## src/rtl/uart_pkg.sv

```systemverilog
// Shared constants, encodings and helpers for the oversampling UART receiver.
package uart_pkg;

  localparam int unsigned OS_RATE    = 16;
  localparam int unsigned OS_CNT_W   = 4;
  localparam int unsigned SAMPLE_LO  = 7;
  localparam int unsigned SAMPLE_MID = 8;
  localparam int unsigned SAMPLE_HI  = 9;
  localparam int unsigned DATA_W     = 8;

  typedef enum logic [1:0] {
    PAR_SPACE = 2'b00,
    PAR_MARK  = 2'b01,
    PAR_EVEN  = 2'b10,
    PAR_ODD   = 2'b11
  } par_mode_e;

  typedef enum logic [2:0] {
    S_IDLE,
    S_START,
    S_DATA,
    S_PARITY,
    S_STOP,
    S_WAIT_HIGH
  } state_e;

  typedef struct packed {
    logic      data_size;
    logic      parity_en;
    par_mode_e parity_mode;
    logic      stop_bit_size;
  } cfg_t;

  // Parity bit value the transmitter should have sent for this word.
  function automatic logic parity_expected(input par_mode_e mode, input logic [DATA_W-1:0] word);
    logic p;
    case (mode)
      PAR_ODD:  p = ~(^word);
      PAR_EVEN: p = ^word;
      PAR_MARK: p = 1'b1;
      default:  p = 1'b0;
    endcase
    return p;
  endfunction

endpackage

```

## src/rtl/uart_rx_os_if.sv

```systemverilog
// Serial line, frame configuration and received-word bus of the UART receiver.
interface uart_rx_os_if;
  logic       rx;
  logic       data_size;
  logic       parity_en;
  logic [1:0] parity_mode;
  logic       stop_bit_size;
  logic [7:0] data;
  logic       new_data;
  logic       err_parity;
  logic       err_frame;
  logic       busy;

  modport master (
    output rx, data_size, parity_en, parity_mode, stop_bit_size,
    input  data, new_data, err_parity, err_frame, busy
  );

  modport slave (
    input  rx, data_size, parity_en, parity_mode, stop_bit_size,
    output data, new_data, err_parity, err_frame, busy
  );
endinterface

```

## src/rtl/uart_os_tick.sv

```systemverilog
// Oversample tick generator: one tick every OS_DIV clocks, realigned by restart.
module uart_os_tick #(
  parameter int unsigned OS_DIV = 54
) (
  input  logic clk,
  input  logic rst,
  input  logic restart,
  output logic tick
);

  localparam int unsigned CNT_W = (OS_DIV > 1) ? $clog2(OS_DIV) : 1;

  logic [CNT_W-1:0] cnt;
  logic             wrap_c;

  assign wrap_c = (cnt == CNT_W'(OS_DIV - 1));

  always_ff @(posedge clk) begin
    if (rst || restart) begin
      cnt  <= '0;
      tick <= 1'b0;
    end else begin
      tick <= wrap_c;
      cnt  <= wrap_c ? '0 : cnt + CNT_W'(1);
    end
  end

endmodule

```

## src/rtl/uart_rx_os.sv

```systemverilog
// 16x oversampling UART receiver with 2-of-3 majority voting per bit,
// configurable word length, parity and stop bits.
module uart_rx_os
  import uart_pkg::*;
#(
  parameter int unsigned OS_DIV = 54
) (
  input logic         clk,
  input logic         rst,
  uart_rx_os_if.slave bus
);

  logic                rx_meta, rx_sync, rx_prev;
  logic                fall_c, restart_c, tick;
  state_e              state, state_nxt;
  logic [OS_CNT_W-1:0] os_cnt;
  logic [2:0]          bit_cnt;
  logic                s_lo, s_mid;
  cfg_t                cfg;
  logic [DATA_W-1:0]   shreg;
  logic                par_bit, stop_err;
  logic                maj_c, sample_c, bit_end_c, last_data_c, last_stop_c;
  logic                frame_done_c;
  logic [DATA_W-1:0]   word_c;

  // Synchronizer idles high so reset never looks like a start edge.
  always_ff @(posedge clk) begin
    if (rst) begin
      rx_meta <= 1'b1;
      rx_sync <= 1'b1;
      rx_prev <= 1'b1;
    end else begin
      rx_meta <= bus.rx;
      rx_sync <= rx_meta;
      rx_prev <= rx_sync;
    end
  end

  assign fall_c    = rx_prev & ~rx_sync;
  assign restart_c = (state == S_IDLE) && fall_c;

  uart_os_tick #(.OS_DIV(OS_DIV)) u_tick (
    .clk     (clk),
    .rst     (rst),
    .restart (restart_c),
    .tick    (tick)
  );

  assign maj_c        = (s_lo & s_mid) | (s_lo & rx_sync) | (s_mid & rx_sync);
  assign sample_c     = tick && (os_cnt == OS_CNT_W'(SAMPLE_HI));
  assign bit_end_c    = tick && (os_cnt == OS_CNT_W'(OS_RATE - 1));
  assign last_data_c  = (bit_cnt == (cfg.data_size ? 3'd7 : 3'd6));
  assign last_stop_c  = (bit_cnt == 3'(cfg.stop_bit_size));
  assign frame_done_c = (state == S_STOP) && sample_c && last_stop_c;
  assign word_c       = cfg.data_size ? shreg : {1'b0, shreg[DATA_W-2:0]};

  always_ff @(posedge clk) begin
    if (rst) state <= S_IDLE;
    else     state <= state_nxt;
  end

  always_comb begin
    state_nxt = state;
    case (state)
      S_IDLE:      if (fall_c) state_nxt = S_START;
      S_START: begin
        if (sample_c && maj_c) state_nxt = S_IDLE;
        else if (bit_end_c)    state_nxt = S_DATA;
      end
      S_DATA:      if (bit_end_c && last_data_c) state_nxt = cfg.parity_en ? S_PARITY : S_STOP;
      S_PARITY:    if (bit_end_c) state_nxt = S_STOP;
      S_STOP:      if (frame_done_c) state_nxt = rx_sync ? S_IDLE : S_WAIT_HIGH;
      S_WAIT_HIGH: if (rx_sync) state_nxt = S_IDLE;
      default:     state_nxt = S_IDLE;
    endcase
  end

  // Bit timing, majority samples and frame accumulation; config frozen per frame.
  always_ff @(posedge clk) begin
    if (rst) begin
      os_cnt   <= '0;
      bit_cnt  <= '0;
      s_lo     <= 1'b0;
      s_mid    <= 1'b0;
      cfg      <= '0;
      shreg    <= '0;
      par_bit  <= 1'b0;
      stop_err <= 1'b0;
    end else if (restart_c) begin
      os_cnt   <= '0;
      bit_cnt  <= '0;
      shreg    <= '0;
      stop_err <= 1'b0;
      cfg      <= '{data_size:     bus.data_size,
                    parity_en:     bus.parity_en,
                    parity_mode:   par_mode_e'(bus.parity_mode),
                    stop_bit_size: bus.stop_bit_size};
    end else if (tick && state != S_IDLE && state != S_WAIT_HIGH) begin
      os_cnt <= os_cnt + OS_CNT_W'(1);
      if (os_cnt == OS_CNT_W'(SAMPLE_LO))  s_lo  <= rx_sync;
      if (os_cnt == OS_CNT_W'(SAMPLE_MID)) s_mid <= rx_sync;
      if (sample_c) begin
        case (state)
          S_DATA:   shreg[bit_cnt] <= maj_c;
          S_PARITY: par_bit <= maj_c;
          S_STOP:   if (!maj_c) stop_err <= 1'b1;
          default:  ;
        endcase
      end
      if (bit_end_c)
        bit_cnt <= ((state == S_DATA && !last_data_c) || state == S_STOP) ? bit_cnt + 3'd1 : 3'd0;
    end
  end

  always_ff @(posedge clk) begin
    if (rst) begin
      bus.data       <= '0;
      bus.new_data   <= 1'b0;
      bus.err_parity <= 1'b0;
      bus.err_frame  <= 1'b0;
      bus.busy       <= 1'b0;
    end else begin
      bus.new_data <= frame_done_c;
      bus.busy     <= (state_nxt != S_IDLE);
      if (frame_done_c) begin
        bus.data       <= word_c;
        bus.err_parity <= cfg.parity_en & (par_bit != parity_expected(cfg.parity_mode, word_c));
        bus.err_frame  <= stop_err | ~maj_c;
      end
    end
  end

endmodule

```

## src/flat_wrapper.sv

```systemverilog
// flat-port wrapper written by rule: the top's interface ports become plain ports
module uart_rx_os_flat import uart_pkg::*;
#(
  parameter int unsigned OS_DIV = 54
)
  (clk, rst, bus_rx, bus_data_size, bus_parity_en, bus_parity_mode, bus_stop_bit_size, bus_data, bus_new_data, bus_err_parity, bus_err_frame, bus_busy);
  uart_rx_os_if bus_i ();
  input logic clk;
  input logic rst;
  input wire logic [$bits(bus_i.rx)-1:0] bus_rx;
  input wire logic [$bits(bus_i.data_size)-1:0] bus_data_size;
  input wire logic [$bits(bus_i.parity_en)-1:0] bus_parity_en;
  input wire logic [$bits(bus_i.parity_mode)-1:0] bus_parity_mode;
  input wire logic [$bits(bus_i.stop_bit_size)-1:0] bus_stop_bit_size;
  output wire logic [$bits(bus_i.data)-1:0] bus_data;
  output wire logic [$bits(bus_i.new_data)-1:0] bus_new_data;
  output wire logic [$bits(bus_i.err_parity)-1:0] bus_err_parity;
  output wire logic [$bits(bus_i.err_frame)-1:0] bus_err_frame;
  output wire logic [$bits(bus_i.busy)-1:0] bus_busy;
  assign bus_i.rx = bus_rx;
  assign bus_i.data_size = bus_data_size;
  assign bus_i.parity_en = bus_parity_en;
  assign bus_i.parity_mode = bus_parity_mode;
  assign bus_i.stop_bit_size = bus_stop_bit_size;
  assign bus_data = bus_i.data;
  assign bus_new_data = bus_i.new_data;
  assign bus_err_parity = bus_i.err_parity;
  assign bus_err_frame = bus_i.err_frame;
  assign bus_busy = bus_i.busy;
  uart_rx_os #(.OS_DIV(OS_DIV)) u_core (.clk(clk), .rst(rst), .bus(bus_i));
endmodule
```

## config.mk

```make
export PLATFORM = sky130hd
export DESIGN_NAME = uart_rx_os_flat
export DESIGN_NICKNAME = d
export VERILOG_FILES = /design/src/rtl/uart_pkg.sv /design/src/rtl/uart_rx_os_if.sv /design/src/rtl/uart_os_tick.sv /design/src/rtl/uart_rx_os.sv /design/src/flat_wrapper.sv
export SDC_FILE = /design/constraint.sdc
export NUM_CORES = 1
export LEC_CHECK = 0
export ABC_CLOCK_PERIOD_IN_PS = 1600
export BUFFER_PORTS_ARGS = -buffer_cell sky130_fd_sc_hd__buf_4
export CAP_MARGIN = 20
export CORE_MARGIN = 1
export CORE_UTILIZATION = 45
export CTS_BUF_LIST = sky130_fd_sc_hd__clkbuf_4
export DETAILED_ROUTE_END_ITERATION = 8
export PLACE_DENSITY_LB_ADDON = 0.15
export SYNTH_ARGS = -nofsm -noshare
export SYNTH_HDL_FRONTEND = slang
export SYNTH_HIERARCHICAL = 1
export SYNTH_SLANG_ARGS = --single-unit
```

## constraint.sdc

```tcl
create_clock -name clk -period 1.6 [get_ports clk]
set_input_delay 0.32 -clock clk [delete_from_list [all_inputs] [get_ports clk]]
set_output_delay 0.32 -clock clk [all_outputs]
set_load 0.03 [all_outputs]
```

# == Word-level counts from Yosys, hierarchy flattened ==
# Index checks and enable logic that the tools add are counted.
# op_classes
add_sub_neg,3
order_cmp,2
eq_ne,17
muxes,19
n_bitwise,12
n_reduce_logical,26
# op_table
cell,count
2-to-1 mux 3 bit,10
case mux 3 bit (6 select lines),1
"== test 4 bit, second input constant",3
logical AND 1 bit,11
AND reduction 3 bit,3
bitwise mux 8 bit,1
2-to-1 mux 8 bit,1
AND reduction 4 bit,2
parity 8 bit,1
"adder 6 x 1 -> 6 bit, second input constant",1
"== test 3 x 2 -> 1 bit, second input constant",2
"== test 3 bit, second input constant",2
"== test 6 bit, second input constant",1
nonzero test 3 bit,2
bitwise AND 1 bit,5
"adder 4 x 1 -> 4 bit, second input constant",1
"== test 2 bit, second input constant",2
"== test 4 x 3 -> 1 bit, second input constant",1
"less-than comparator 3 x 4 -> 1 bit, second input constant",1
2-to-1 mux 1 bit,4
NOT 1 bit,4
OR reduction 2 bit,2
"adder 3 x 1 -> 3 bit, second input constant",1
demux 1 bit (select 3 bit),1
13 further kinds,16
# word_totals
register_bits,49
inputBits,8
out_inout_bits,12
elab_cells,101

# == Longest topological paths before layout ==
# logic_depth
word_depth,8
mapped_depth,9
depth_no_buf,7

# == By module ==
# Netlist, hierarchy kept.
# modules_own_cells
module,instances,cells_each,area_per_inst_um2,seq_area_each_um2
uart_rx_os,1,220,1974.4,840.8
uart_os_tick,1,29,280.3,140.1

# == Worst setup path before layout ==
# No wires, ideal clock.
# synth_path
path_type,reg-to-reg
from,register u_core.os_cnt[0]
to,register u_core.shreg[2]
setup_ns,0.117
arrival_time_ns,1.431
t_required_ns,1.483
path_slack_ns,0.052
path_stages_with_launch,8
path_buffers,1
period_less_slack_ns,1.548
path_cell_list,dfxtp_1 -> ha_1 -> and4b_1 -> buf_2 -> nand3b_1 -> nor3b_2 -> mux2i_1 -> nor2_1
# synth_between
elab_chain_len,3
# synth_lines
item,line,text
from (decl),uart_rx_os.sv:16,logic [OS_CNT_W-1:0] os_cnt;
from (signal assigned),uart_rx_os.sv:99,os_cnt <= os_cnt + OS_CNT_W'(1);
== test 4 bit,uart_rx_os.sv:50,assign sample_c = tick && (os_cnt == OS_CNT_W'(SAMPLE_HI));
logical AND 1 bit,uart_rx_os.sv:50,
AND reduction 3 bit (no line),--,
"to (signal, indexed assignment)",uart_rx_os.sv:104,S_DATA: shreg[bit_cnt] <= maj_c;
to (decl),uart_rx_os.sv:20,logic [DATA_W-1:0] shreg;
# No other way between the ends.
# A chain may end at the register's enable or synchronous reset.

# == Final worst setup path ==
# layout_path
from,register u_core.os_cnt[1]
to,register u_core.shreg[7]
# Same word-level chain as after synthesis.

==> run_results.csv <==
group,metric,value,unit
run_status,status,"finished, final reports clean",
synth,total_of_warnings_raised_by_yosys,6,
placement,port_buffers,19,
detailed_routing,route.final.wire_length,4.51,mm
placement,dp.final_hpwl,3.14,mm
synth,dominant_synthesized_flop_cell,"dfxtp_1",
sta,timing.final.ws_setup,0.00464,ns
placement,placement.setup.worst_slack,-0.0199,ns
cts,cts-root-buf,"clkbuf_4",
cts,max-clock-path-buffers,2,
sta,slew_viol_final,0,
grt,grt_start_max_net_pins,32,
pwr,vdd_drop_max,498,uV
pwr,power.internal,0.00163,W
setup_path,category_of_the_critical_setup_timing_path,"reg -> reg",
hold_path,worstHoldEndpoint,"u_core/rx_meta",
synth,post_synthesis_net_count,263,
detailed_routing,dr_wl_met2,2.06,mm
detailed_routing,routed.top_layer,"met4",
detailed_routing,detailed_route_drc_error_count,0,
setup_path,critPathLaunchType,"register",
finish,filler_cell_count,442,
sta,grt_setup_unrepaired,"yes",
grt,grt_antenna_before_repair,0,
cts,tritoncts.num_buffers,5,
grt,grt_pass1_vias,1612,
sta,finalHoldWorstSlack,0.151,ns
finish,final_layout_size_suffix_gt1_share,29.2,%
floorplanning,initial_utilization,47.1,%
hold_path,launch_point_of_the_worst_hold_path,"bus_rx",
floorplanning,dieWidth,72.8,um
setup_path,r2r-start,"u_core/os_cnt[1]",
finish,num_antenna_cells,0,
cts,worst_skew_pair_later_pin_latency,0.35,ns
setup_path,timing.critical_path.arrival,1.86,ns
setup_path,ff2ff_path_depth,8,
sta,timing_hold_violations_final,0,
finish,final_cell_mix,"buf_4 (46), dfxtp_1 (44), nor2_1 (39)",
detailed_routing,antenna_left,0,
synth,total_of_flip_flops_plus_latches_after_synthesis,49,
pwr,share_comb_of_total_power,4.8,%
floorplanning,die_area,5300,sq um
setup_path,worstPathMaxFanout,5,
cts,cts_tree,"done",
grt,grt_first_pass_wirelength,7.53,mm
floorplanning,placementRows,25,
setup_path,r2r_setup_slack,0.005,ns
sta,headroom_to_the_max_slew_limit,77.4,%
pwr,pwr-share-clk,34.4,%
synth,netlist_area,2250,sq um
floorplanning,fp.dieH,72.8,um
detailed_routing,detailed_route_wirelength_on_metal3,123,um
pwr,seq_power_share,60.8,%
detailed_routing,vias_per_cell,4.96,
floorplanning,floorplan.io_pins,20,
detailed_routing,route.detailed.wl_per_inst,12.6,um
run,drv.max_cap_violation_count,0,
cts,number_of_levels_in_the_clock_h_tree,2,
synth,synth_cells,249,
grt,grt.overflow.total,0,
sta,worstMarginPinSlew,0.337,ns
setup_path,crit_required,1.86,ns
placement,finalWeightedCongestion,0.855,
setup_path,sort_of_element_at_the_end_of_the_critical_path,"register",
finish,finish.utilization,58.1,%
finish,area_growth_syn_to_layout,23.4,%
detailed_routing,num_vias,1775,
pwr,power.switching,0.000437,W
sta,layout_worst_path_cycle_share,99.7,%
synth,yosysUniqueCellTypes,43,
hold_path,worst_hold_path.num_cells,2,
pwr,total_leakage_power,1.21,nW
sta,finalClockSkew,0.00981,ns
sta,post-route-min-period,1.60,ns
floorplanning,core_area,4790,sq um
synth,asr_flop_ratio_synth,0,%
sta,max_clock_freq,627,MHz
finish,multi_input_area,1230,sq um
cts,tritoncts_num_sinks,49,
finish,register_area,987,sq um
cts,clkSlewWorstSetupHoldPaths,0.14,ns
sta,finalSetupViolCount,0,
setup_path,endpoint_of_the_worst_register_to_register_path,"u_core/shreg[7]",
cts,number_of_buffers_inserted_by_hold_repair_at_cts,0,
pwr,switching_fraction,21.2,%
finish,final_common_cell,"buf_4",
detailed_routing,detailedRoute.firstPassIterationCount,4,
synth,synth_edf_count,0,
hold_path,timing.hold.worst.class,"in -> reg",
pwr,power-per-cell-area,742,nW/um^2
synth,synth.yosys.seq_area_share,43.5,%
grt,grt_util_all_layers,18.5,%
detailed_routing,wl_met1,2.30,mm
detailed_routing,initialDrtViolationCount,71,
synth,post_synth.cell_area_avg,9.05,sq um
finish,finalNetCount,304,
==> logic make-up (layout without fill, tap and decap cells) <==
| group | Yosys count | after routing | share of synthesized area, % |
|---|---|---|---|
| fa+ha+maj | 7 | 7 | 3.77 |
| xor+xnor | 16 | 16 | 6.83 |
| mux | 17 | 17 | 7.55 |
| simple gates | 107 | 107 | 26.0 |
| flops | 49 | 49 | 43.5 |
| compound gates | 31 | 31 | 8.05 |
| buf+inv | 22 | 64 | 4.33 |
==> synth_stat cells (2+ instances only) <==
| master | number | area, sq um |
|---|---|---|
| nand2_1 | 21 | 78.8 |
| dfxtp_1 | 49 | 981 |
| and3_1 | 2 | 12.5 |
| a31oi_1 | 3 | 18.8 |
| nand3b_1 | 7 | 52.6 |
| clkbuf_1 | 7 | 26.3 |
| o21ai_0 | 2 | 10.0 |
| o21ai_1 | 3 | 15.0 |
| nand4b_1 | 2 | 17.5 |
| nand4_1 | 3 | 18.8 |
| nor2_1 | 40 | 150 |
| mux2i_1 | 17 | 170 |
| and4b_1 | 2 | 20.0 |
| buf_4 | 2 | 15.0 |
| buf_2 | 6 | 30.0 |
| nor3b_2 | 4 | 50.1 |
| o21a_1 | 2 | 15.0 |
| ha_1 | 6 | 75.1 |
| a21oi_1 | 16 | 80.1 |
| xor2_1 | 8 | 70.1 |
| nor3_1 | 3 | 15.0 |
| nand2b_1 | 3 | 18.8 |
| nor4_1 | 2 | 12.5 |
| inv_1 | 7 | 26.3 |
| nand3_1 | 5 | 25.0 |
| nand3_2 | 2 | 20.0 |
| xnor2_1 | 7 | 61.3 |
| or2_2 | 3 | 18.8 |
==> registers in the layout (all words and copies together) (netlist names), 3 cells and up <==
| register | flops |
|---|---|
| u_core/cfg | 5 |
| u_core/os_cnt | 4 |
| u_core/bus.data | 8 |
| u_core/state | 3 |
| u_core/u_tick/cnt | 6 |
| u_core/shreg | 8 |
| u_core/bit_cnt | 3 |
==> power groups by stage <==
stage | Clock (W) | Combinational [W] | Sequential [W]
after floorplan | 0 | 0.0000575 | 0.00128
after global placement | 0 | 0.0000973 | 0.00128
after detailed placement | 0 | 0.0000989 | 0.00128
after CTS | 0.000743 | 0.0000992 | 0.00125
after global routing | 0.000778 | 0.000112 | 0.00126
final | 0.000710 | 0.0000986 | 0.00125
==> per-stage QoR <==
| step | std cells | power (W) | instance area (sq um) | TNS (ns) |
|---|---|---|---|---|
| after global routing | 358 | 0.00215 | 2780 | -0.686 |
| after global placement | 344 | 0.00138 | 2590 | 0 |
| after CTS | 355 | 0.00210 | 2720 | 0 |
| after floorplan | 249 | 0.00134 | 2250 | 0 |
| final | 358 | 0.00206 | 2780 | 0 |
| after detailed placement | 344 | 0.00138 | 2590 | -0.0296 |
==> critical path, cell delays in order (launching register included) <==
cell and delay (ns):
dfxtp_2 0.36, inv_2 0.05, ha_4 0.14, and4b_2 0.24
buf_4 0.15, and3_2 0.24, nand3_1 0.11, mux2i_1 0.19
nor2_1 0.05
==> how the worst max path moves through the flow <==
stage	startpoint	end	cells after the start
2_1_floorplan	u_core/os_cnt[0]	u_core/shreg[2]	7
4_1_cts	u_core/state[0]	u_core/bit_cnt[2]	5
3_3_place_gp	u_core/os_cnt[1]	u_core/shreg[2]	7
5_1_grt	u_core/os_cnt[1]	u_core/shreg[4]	7
3_5_place_dp	u_core/os_cnt[1]	u_core/shreg[2]	7
6_report	u_core/os_cnt[1]	u_core/shreg[7]	8
==> area by class of cell <==
cell class | instances | share of cell area [%]
Inverter | 7 | 0.945
Multi-Input combinational cell | 178 | 44.1
Timing Repair Buffer | 49 | 13.6
Tap cell | 67 | 3.01
Clock buffer | 6 | 1.62
Sequential cell | 49 | 35.5
Clock inverter | 2 | 1.21
==> routing by layer <==
layer | GRT usage (%) | vias up
li1 | - | 929
met1 | 25.2 | 821
met2 | 29.7 | 23
met3 | 3.45 | 2
met4 | 5.88 | 0
met5 | 0 | -
==> timing repair <==
action	in CTS	in global routing
resized for setup	9	13
pin swaps	2	5
endpoints found under the hold margin	0	0
setup buffers	3	3
setup endpoints to repair	4	17
No activity file was read; power rests on OpenSTA's default activity.
